==> src/rtl/demux_pkg.sv <==
// rtl/demux_pkg.sv - shared helpers and debug state encoding for the registered demux
package demux_pkg;

  // Ceiling log2, usable in parameter expressions
  function automatic int clog2(input int valor);
    int resultado;
    int resto;
    resultado = 0;
    resto = valor - 1;
    while (resto > 0) begin
      resultado = resultado + 1;
      resto = resto >> 1;
    end
    return resultado;
  endfunction

  // Occupancy of the holding register, derived from the pending mask
  typedef enum logic [1:0] {
    VACIO    = 2'd0,
    UNICAST  = 2'd1,
    DIFUSION = 2'd2
  } estado_t;

endpackage

==> src/rtl/contador_saturado.sv <==
// rtl/contador_saturado.sv - saturating up-counter with synchronous clear
module contador_saturado #(
  parameter int W = 8
) (
  input  logic         clk,
  input  logic         rst,
  input  logic         borrar,
  input  logic         incrementar,
  output logic [W-1:0] cuenta
);

  // An increment in the same cycle as a clear restarts the count at one
  always_ff @(posedge clk or posedge rst) begin
    if (rst) begin
      cuenta <= '0;
    end else if (incrementar) begin
      if (borrar) begin
        cuenta <= W'(1);
      end else if (!(&cuenta)) begin
        cuenta <= cuenta + 1'b1;
      end
    end else if (borrar) begin
      cuenta <= '0;
    end
  end

endmodule

==> src/rtl/demux_registrado_1an.sv <==
// rtl/demux_registrado_1an.sv - registered 1-to-N demux with broadcast and selector error tracking
module demux_registrado_1an
  import demux_pkg::*;
#(
  parameter int  ANCHO   = 8,
  parameter int  CANALES = 4,
  localparam int SEL_W   = (clog2(CANALES) < 1) ? 1 : clog2(CANALES)
) (
  input  logic                     clk,
  input  logic                     rst,
  input  logic [ANCHO-1:0]         entrada_dato,
  input  logic [SEL_W-1:0]         entrada_selector,
  input  logic                     entrada_difusion,
  input  logic                     entrada_valida,
  output logic                     entrada_lista,
  output logic [CANALES*ANCHO-1:0] salida_dato,
  output logic [CANALES-1:0]       salida_valida,
  input  logic [CANALES-1:0]       salida_lista,
  input  logic                     borrar_error,
  output logic                     error_selector,
  output logic [7:0]               descartes
);

  logic [ANCHO-1:0]   dato_reg;
  logic [CANALES-1:0] pendiente;
  logic [CANALES-1:0] restante;
  logic [CANALES-1:0] nuevo;
  logic               acepta;
  logic               en_rango;
  logic               carga;
  logic               descarte;
  estado_t            estado;

  // Handshake decode: ready when every pending channel drains this cycle
  always_comb begin
    restante      = pendiente & ~salida_lista;
    entrada_lista = (restante == '0);
    acepta        = entrada_valida && entrada_lista;
    en_rango      = (int'(entrada_selector) < CANALES);
    nuevo         = '0;
    carga         = 1'b0;
    descarte      = 1'b0;
    if (acepta) begin
      if (entrada_difusion) begin
        nuevo = '1;
        carga = 1'b1;
      end else if (en_rango) begin
        nuevo = CANALES'(1) << entrada_selector;
        carga = 1'b1;
      end else begin
        descarte = 1'b1;
      end
    end
  end

  // Pending mask: drain completed channels, merge the newly accepted word
  always_ff @(posedge clk or posedge rst) begin
    if (rst) begin
      pendiente <= '0;
    end else begin
      pendiente <= restante | nuevo;
    end
  end

  // Holding register only loads on a word that has at least one destination
  always_ff @(posedge clk or posedge rst) begin
    if (rst) begin
      dato_reg <= '0;
    end else if (carga) begin
      dato_reg <= entrada_dato;
    end
  end

  // Sticky selector error; a drop in the clear cycle keeps it set
  always_ff @(posedge clk or posedge rst) begin
    if (rst) begin
      error_selector <= 1'b0;
    end else if (descarte) begin
      error_selector <= 1'b1;
    end else if (borrar_error) begin
      error_selector <= 1'b0;
    end
  end

  contador_saturado #(
    .W(8)
  ) u_descartes (
    .clk         (clk),
    .rst         (rst),
    .borrar      (borrar_error),
    .incrementar (descarte),
    .cuenta      (descartes)
  );

  // Output fan-out: every channel sees the held word, valid is the pending mask
  always_comb begin
    salida_valida = pendiente;
    salida_dato   = {CANALES{dato_reg}};
  end

  // Debug view of occupancy
  always_comb begin
    if (pendiente == '0) begin
      estado = VACIO;
    end else if ($onehot(pendiente)) begin
      estado = UNICAST;
    end else begin
      estado = DIFUSION;
    end
  end

  a_vacio_listo : assert property (@(posedge clk) disable iff (rst)
    (estado == VACIO) |-> entrada_lista);

endmodule

==> config.mk <==
export PLATFORM = sky130hd
export DESIGN_NAME = demux_registrado_1an
export DESIGN_NICKNAME = d
export VERILOG_FILES = /design/src/rtl/demux_pkg.sv /design/src/rtl/contador_saturado.sv /design/src/rtl/demux_registrado_1an.sv
export SDC_FILE = /design/constraint.sdc
export NUM_CORES = 1
export LEC_CHECK = 0
export BUFFER_PORTS_ARGS = -buffer_cell sky130_fd_sc_hd__buf_2
export CORE_MARGIN = 8
export CORE_UTILIZATION = 41
export CTS_CLUSTER_DIAMETER = 50
export DETAILED_ROUTE_END_ITERATION = 10
export GPL_ROUTABILITY_DRIVEN = 0
export PLACE_DENSITY_LB_ADDON = 0.2
export SETUP_SLACK_MARGIN = 0.15
export SYNTH_ARGS = -nofsm -noshare
export SYNTH_HDL_FRONTEND = slang
export SYNTH_SLANG_ARGS = --single-unit
==> constraint.sdc <==
create_clock -name clk -period 3.87 [get_ports clk]
set_input_delay 0.387 -clock clk [delete_from_list [all_inputs] [get_ports clk]]
set_output_delay 0.387 -clock clk [all_outputs]
set_load 0.1 [all_outputs]
# After elaboration in Yosys (flattened, before gate mapping)
# Cells that the tools add are included.
# classes
n_shift	1
muxes	3
n_bitwise	3
reduce_logical	2
# op_table
operator	n
$mux 4	2
$and 4x4->4	1
$logic_not 4->1	1
$not 4->4	1
$or 4x4->4	1
$shl 1x2->4 const A	1
$logic_and 1x1->1	1
$mux 1	1
# word_totals
reg_bits	12
input_bits	19
output_inout_bits	46
wordCells	11

# Longest topological paths before layout
# Gate-level depths: netlist (run 1).
# depth
ltp_word	6
depth_mapped	5
mapped_depth_nobuf	4

# Modules after synthesis
# From an unflattened synthesis (run 1), not the netlist that was laid out.
# hier_totals
hier_cells	112
hier_area_um2	1234.9
# modules_own_cells
module	instances	cells_per_inst	area_each_um2	seq_area_each_um2
demux_registrado_1an	1	64	744.5	300.3
contador_saturado	1	48	490.5	200.2

# Worst setup path before layout (run 1)
# OpenSTA, ideal clock, no wires.
# synth_timing
kind	reg2reg
from	register pendiente[1] (netlist: salida_valida[1])
to	register dato_reg[0]
setup_ns	0.126
arrival_time_ns	2.806
required_ns	3.744
path_slack_ns	0.939
stages_incl_launch_ff	6
n_path_buf	1
period_less_slack_ns	2.931
cell_sequence	dfrtp_1 -> nor2b_4 -> nor4_4 -> nand2_2 -> buf_6 -> mux2_4
# synth_via
elab_chain_cells	4
# synth_rtl
element	line_no	rtl
from (decl)	demux_registrado_1an.sv:25	logic [CANALES-1:0] pendiente;
from (signal assigned)	demux_registrado_1an.sv:61	pendiente <= restante | nuevo;
$and 4x4->4	demux_registrado_1an.sv:36	restante = pendiente & ~salida_lista;
$logic_not 4->1	demux_registrado_1an.sv:37	entrada_lista = (restante == '0);
net entrada_lista	demux_registrado_1an.sv:15	output logic entrada_lista,
$logic_and 1x1->1	demux_registrado_1an.sv:38	acepta = entrada_valida && entrada_lista;
$mux 1	demux_registrado_1an.sv:43	if (acepta) begin
to (signal assigned)	demux_registrado_1an.sv:70	dato_reg <= entrada_dato;
to (decl)	demux_registrado_1an.sv:24	logic [ANCHO-1:0] dato_reg;
# The timed path passes the listed nets, and every way through them passes these cells.
# A chain may end at the register's enable or synchronous reset.

# Final worst setup path (run 1)
# layout_timing
from	register pendiente[1] (netlist: salida_valida[1])
to	output port entrada_lista
# layout_via
elab_chain_cells	2
# layout_rtl
element	line_no
$and 4x4->4	demux_registrado_1an.sv:36
$logic_not 4->1	demux_registrado_1an.sv:37
to (decl)	demux_registrado_1an.sv:15
# No other way between the ends.

==> impl_metrics.tcl, run 1 <==
set metrics [dict create \
    outcome "finished clean" \
    start_util_pct 42.3 \
    final_util_pct 48.2 \
    layout-drive-gt1-share_pct 67.3 \
    areaGrowthSynthToFinish_pct 13.8 \
    drt_pass1_iterations 2 \
    antenna_cells 0 \
    arrival_ps 1560 \
    period_needed_ps 1950 \
    timing.critical_path.to "entrada_lista" \
    die_area_um2 3640 \
    reg2reg_depth 4 \
    setup_tns_ps 0 \
    largest_register_ff_count 8 \
    place.port_buffers 54 \
    rrSetupSlack_ps 2320 \
    ant_nets 0 \
    ctsHtreeMaxLevel 1 \
    hold_path.class "in2async" \
    grt_pass1_wl_um 2190 \
    syn_area_um2 805 \
    cts_tree "done" \
    ys_types 13 \
    rsz0062_at_grt "no" \
    final-max-slew-violation-count 0 \
    start_kind "flip-flop" \
    cts-buffers-inserted 3 \
    ys_ff_latch 12 \
    die_height_um 60.3 \
    critPathMaxStageDelay_ps 480 \
    wl_per_cell_um 12.2 \
    routed_wl_um 1600 \
    cp.required_ps 3480 \
    endpoint_kind "output port" \
    cp_slowest_cell "buf_2" \
    cp-startpoint "salida_valida[1]" \
    layout.nets 124 \
    post-cts-setup-buffers 0 \
    cts_resized 0 \
    cts.path.max_buffers 2 \
    clk_latency_ps 270 \
    clock_skew_ps 1.48 \
    grt_max_degree 13 \
    drv_cap 0 \
    io_pins 65 \
    yosysWarnings 0 \
    final_cell_mix "buf_2 (54), dfrtp_1 (12), conb_1 (9)" \
    overflow 0 \
    setup_viol 0 \
    core_um2 1900 \
    num_rows 16 \
    avgSynthCellArea_um2 11.2 \
    holdBufCountCts 0 \
    post-route-period-util_pct 50.4 \
    vias 513 \
    r2r_start "salida_valida[1]" \
    clock-sinks 12 \
    clk_pin_slew_worst_paths_ps 80 \
    grtUsageTotal_pct 8.24 \
    antenna_found_initial 0 \
    first_iter_violations 4 \
    final_common_cell "buf_2" \
    fmax_ghz 0.513 \
    post-dp-hpwl_um 1320 \
    die_x_um 60.3 \
    critPathMaxFanout 2 \
    cts_root_buffer "clkbuf_4" \
    grt_pass1_vias 461 \
    r2r_end "dato_reg[3]" \
    critPathKind "reg2out" \
    vias_per_cell 3.92 \
    yosysSeqAreaShare_pct 37.3 \
    worstPathCellList "nor2b_4, nor4_4, buf_2" \
    syn_inst 72 \
    drc 0 \
    hold_violations 0 \
]
final cells by class:
type                       count  area [µm²]
clock buffer                   4        36.3
fill                         196         986
inverter                       3        11.3
multi-input combinational     31         264
sequential                    12         300
tap                           27        33.8
timing repair buffer          54         270
worst max-delay path, delay by kind of cell (launching register included):
| family | cells | cell delay (ps) |
|---|---|---|
| and+or+nand+nor | 2 | 430 |
| buffers and inverters | 1 | 480 |
| DFF | 1 | 390 |
through the flow:
step / hold slack, ps / setup WS, ps / std cells / cell area (µm²)
3_5_place_dp: 437 / 2170 / 127 / 880
6_report: 118 / 1920 / 131 / 916
3_3_place_gp: 423 / 2170 / 127 / 880
5_1_grt: 163 / 1830 / 131 / 916
2_1_floorplan: 252 / 939 / 80 / 835
4_1_cts: 135 / 1890 / 131 / 916
synth_stat cells, drive strengths merged:
library cell	count	area, µm²
a21oi	4	20.0
buf	34	259
conb	1	3.75
dfrtp	12	300
inv	3	11.3
mux2	8	113
nand2	1	6.26
nor2b	4	40.0
nor4	1	21.3
o21bai	4	30.0
worst min-delay path by stage:
stage / startpoint / endpoint / slack, ps / cells past startpoint
2_1_floorplan: rst / dato_reg[0] / 250 / 1
3_3_place_gp: rst / dato_reg[0] / 420 / 2
3_5_place_dp: rst / dato_reg[0] / 440 / 2
6_report: rst / dato_reg[2] / 120 / 2
5_1_grt: rst / salida_valida[3] / 160 / 2
4_1_cts: rst / dato_reg[0] / 140 / 2
kinds of logic (layout without fill, tap and decap cells):
group | Yosys count | count (layout) | share of synthesized area, %
simple gates | 6 | 6 | 8.40
buf+inv | 37 | 61 | 33.6
flops | 12 | 12 | 37.3
other cells | 1 | 9 | 0.466
mux | 8 | 8 | 14.0
compound gates | 8 | 8 | 6.22
layer usage:
layer,part of all wire (%),wire [µm],track usage [%]
met5,0,0,0
met4,0.56,9,5.10
met3,16,263,3.87
met2,43,693,11.0
met1,40,633,10.2
Power of run 1 is not shown: default switching activity piles up to over one toggle a cycle in this logic, so the estimate is an artifact.
==> run 2, diff against run 1 <==
ABC_AREA = 1   (was unset)
CORE_UTILIZATION = 38   (was 41)
clock period = 1.9 ns   (was 3.87 ns; I/O delays follow)
==> run 2 against run 1 <==
  * Clock skew about the same
  * Final cell count up 22%
  * Register-to-register slack worse by 1700 ps
  * Critical path depth up 1
  * Non-clock buffer count up 2
  * Critical path type unchanged
  * Largest cell class unchanged
  * Highest routed layer is now met3
==> impl_metrics.tcl, run 2 <==
set metrics [dict create \
    outcome "finished clean" \
    synthTopCellsByCount "buf_4 (33), nand2_1 (25), dfrtp_1 (12), nand3_1 (12), inv_1 (8)" \
    ant_nets 0 \
    areaGrowthSynthToFinish_pct 15.6 \
    grtUsageTotal_pct 9.29 \
    routed_wl_um 1790 \
    hold_violations 0 \
    avgSynthCellArea_um2 7.96 \
    post-dp-hpwl_um 1480 \
    antenna_found_initial 0 \
    die_height_um 61.8 \
    wl_per_cell_um 11.2 \
    top_usage_layer "met2" \
    cts_resized 0 \
    cts_root_buffer "clkbuf_4" \
    ys.flop_type "dfrtp_1" \
    num_rows 16 \
    met3_usage_pct 3.29 \
    endpoint_kind "output port" \
    ys_ff_latch 12 \
    ys_types 11 \
    syn_area_um2 796 \
    clock_skew_ps 1.50 \
    grt_pass1_wl_um 2640 \
    start_kind "flip-flop" \
    final-max-slew-violation-count 0 \
    met2_usage_pct 17.3 \
    whs_ps 144 \
    vias 655 \
    synth_edf_count 0 \
    cts.path.max_buffers 2 \
    setup_viol 0 \
    place.port_buffers 54 \
    yosysTopAreaCell "dfrtp_1" \
    netlist.area_leader.share_pct 37.7 \
    clk_pin_slew_worst_paths_ps 80 \
    vias_per_cell 4.09 \
    drv_cap 0 \
    drc 0 \
    grt_max_degree 14 \
    syn_inst 100 \
    place_inst 155 \
    die_x_um 61.8 \
    critPathKind "reg2out" \
    critPathMaxFanout 2 \
    drt_pass1_iterations 4 \
    clk_latency_ps 270 \
    period_needed_ps 1560 \
    layout-drive-gt1-share_pct 46.6 \
    final_common_cell "buf_2" \
    cp.required_ps 1710 \
    antenna_cells 0 \
    hold_path.class "in2reg" \
    core_um2 1960 \
    fmax_ghz 0.643 \
    ctsHtreeMaxLevel 1 \
    yosysWarnings 0 \
    die_area_um2 3810 \
    yosysSeqAreaShare_pct 37.7 \
    layoutNonFillerInstCount 160 \
    post-cts-setup-buffers 0 \
    async_flop_share_pct 100 \
    overflow 0 \
    rsz0062_at_grt "no" \
    grt_pass1_vias 635 \
    start_util_pct 40.6 \
    final_cell_mix "buf_2 (54), nand2_1 (25), nand3_1 (12), dfrtp_1 (12), conb_1 (9)" \
    setup_tns_ps 0 \
    cts-buffers-inserted 3 \
    layout.nets 153 \
    cts_tree "done" \
    arrival_ps 1370 \
    gr-usage-met1_pct 8.88 \
    first_iter_violations 11 \
    synth_area_leaders "dfrtp_1 (38%), buf_4 (31%), nand2_1 (12%)" \
    post-route-period-util_pct 81.8 \
    clock-sinks 12 \
    io_pins 65 \
    largest_register_ff_count 8 \
    yosysMostFrequentCell "buf_4" \
]
run 2: cell count changes after synthesis, sizes merged, moves of 4 or more:
cell	change
nor2b	-4
nand3	+12
a21oi	-4
o21bai	-4
mux2	-8
inv	+5
nand2	+26
o21ai	+4
run 2: final timing paths:
path                       cells past startpoint              from          endpoint  slack, ps
hold / removal                                 3   entrada_dato[0]       dato_reg[0]        140
max in group asynchronous                      3               rst       dato_reg[4]       1110
setup / recovery                               4  salida_valida[3]     entrada_lista        340
hold reg to reg                                2  salida_valida[2]  salida_valida[2]        500
setup reg to reg                               7  salida_valida[3]       dato_reg[5]        670
min in group asynchronous                      3               rst  salida_valida[2]        480
run 2: layout make-up:
cell class | instances | area, µm²
multi-input cells | 53 | 231
inverters | 8 | 30.0
well taps | 27 | 33.8
fillers | 231 | 1040
clock buffers | 4 | 36.3
repair buffers | 56 | 288
flip-flops and latches | 12 | 300
run 2: per-stage QoR:
step                instance area [µm²]  worst slack [ps]  utilization, %
floorplan                           826               200               -
global placement                    873               654            44.5
detailed placement                  873               638            44.5
CTS                                 920               327            46.9
global route                        920               260            46.9
finish                              920               345            46.9
run 2: per-layer routing:
metal,part of all wire (%),vias up
li1,-,334
met1,34,285
met4,0,0
met2,51,36
met5,0,-
met3,14,0
run 2: cell families (layout without fill, tap and decap cells):
kind of cell           after synthesis  in the layout  synth area share [%]
flip-flops                          12             12                  37.7
AND/OR/NAND/NOR                     40             40                  22.3
buffers and inverters               43             68                  36.9
other                                1              9                 0.471
AO/OA/AOI/OAI                        4              4                  2.52
run 2: what timing repair did:
item,4_1_cts,5_1_grt
setup endpoints to repair,0,0
hold endpoints to repair,12,0
hold buffers,1,0
run 2: critical path, stage by stage (launching register included):
cell and delay (ps):
dfrtp_1 390, nand2_1 90, nand2_1 90, nor2_4 90, buf_2 430
Power of run 2 is left out for the same reason.
==> run 3, diff against run 2 <==
ABC_AREA = 0   (was 1)
clock period = 1.6 ns   (was 1.9 ns; I/O delays follow)
==> run 3 against run 2 <==
  * The flow now finishes with violations (setup timing)
  * Worst hold slack got worse by 22 ps
  * Utilization up 3.7 points
  * Non-clock buffer count rose by 2
  * Register-to-register slack lost 660 ps
  * Sequential share of layout area down 1.4 points
  * Global-route usage fell by 0.62 points
  * Critical path depth unchanged
  * Setup slack got worse by 390 ps
==> impl_metrics.tcl, run 3 (same netlist as run 1, synthesis figures left out) <==
set metrics [dict create \
    final_util_pct 50.6 \
    worst-path-buf-inv 2 \
    core_um2 1980 \
    io_pins 65 \
    vias_per_cell 3.89 \
    die_height_um 62.0 \
    layout.nets 129 \
    grt_pass1_vias 529 \
    pre_cts_ws_ps -27.5 \
    final-max-slew-violation-count 0 \
    finalWorstSetupSlack_ps -47.7 \
    overflow 0 \
    cts-buffers-inserted 3 \
    final_common_cell "buf_2" \
    rsz0062_at_grt "yes" \
    critPathKind "reg2out" \
    die_x_um 62.0 \
    fmax_ghz 0.607 \
    drt_pass1_iterations 3 \
    post-route-period-util_pct 103 \
    clock-sinks 12 \
    wl_per_cell_um 13.5 \
    largest_register_ff_count 8 \
    cts_root_buffer "clkbuf_4" \
    whs_ps 122 \
    layout-drive-gt1-share_pct 72.5 \
    num_rows 16 \
    critPathMaxFanout 2 \
    cts_tree "done" \
    routed_wl_um 1840 \
    clock_skew_ps 3.15 \
    arrival_ps 1490 \
    endpoint_kind "output port" \
    outcome "complete, but fails checks" \
    ant_nets 0 \
    grt_pass1_wl_um 2480 \
    cts.path.max_buffers 2 \
    setup_viol 1 \
    critPathMaxStageDelay_ps 470 \
    antenna_cells 0 \
    hold_violations 0 \
    post-dp-hpwl_um 1460 \
    grtUsageTotal_pct 8.67 \
    vias 529 \
    die_area_um2 3850 \
    ctsHtreeMaxLevel 1 \
    critical-path-top-delay-family "flip-flops" \
    areaGrowthSynthToFinish_pct 24.6 \
    drc 0 \
    clk_latency_ps 260 \
    hold_path.class "in2reg" \
    grt_max_degree 13 \
    violations "setup timing" \
    cp_slowest_cell "dfrtp_4" \
    clk_pin_slew_worst_paths_ps 80 \
    final_cell_mix "buf_2 (53), conb_1 (9), mux2_4 (8)" \
    antenna_found_initial 0 \
    start_util_pct 40.6 \
    worstPathCellList "nor2b_4, nor4_4, buf_4, buf_12" \
    first_iter_violations 5 \
    drv_cap 0 \
    rrSetupSlack_ps 10 \
    period_needed_ps 1650 \
    place.port_buffers 54 \
    start_kind "flip-flop" \
    cp.required_ps 1440 \
]
run 3: layout make-up:
| type | count | area, µm² |
|---|---|---|
| clock buffer | 4 | 26.3 |
| timing repair buffer | 58 | 322 |
| inverter | 3 | 11.3 |
| fill | 200 | 980 |
| tap | 27 | 33.8 |
| sequential | 12 | 313 |
| multi-input combinational | 32 | 297 |
run 3: worst paths after layout:
kind                                  start          endpoint  cells after the start
max                        salida_valida[0]     entrada_lista                      4
min                         entrada_dato[7]       dato_reg[7]                      2
max reg2reg                salida_valida[0]       dato_reg[0]                      5
min reg2reg                     dato_reg[7]       dato_reg[7]                      1
max in group asynchronous               rst  salida_valida[1]                      3
min in group asynchronous               rst       dato_reg[6]                      3
run 3: timing repair:
item | in CTS | in global routing
endpoints found under the hold margin | 12 | 0
hold buffers | 1 | 0
gates resized for setup | 6 | 0
setup buffers | 1 | 0
setup endpoints to repair | 13 | 13
pin swaps | 2 | 1
gates cloned | 1 | 0
run 3: worst register-to-register path, delay by kind of cell (launching register included):
family | cells | cell delay [ps]
flops | 1 | 470
simple gates | 3 | 500
mux | 1 | 300
buf+inv | 1 | 200
run 3: per-stage QoR:
step                std cells  setup TNS, ps  instance area (µm²)
floorplan                  80         -12590                  847
CTS                       136          -51.6                 1000
finish                    136          -47.7                 1000
global route              136           -546                 1000
detailed placement        129           -133                  922
global placement          129          -68.6                  922
run 3: per-layer routing:
layer / global-route usage, % / part of all wire, % / vias to the layer above
met5: 0 / 0 / -
met4: 2.92 / 0 / 0
met3: 2.26 / 12 / 0
met2: 14.6 / 46 / 34
met1: 10.4 / 42 / 231
li1: - / - / 264
Power of run 3 is left out for the same reason.
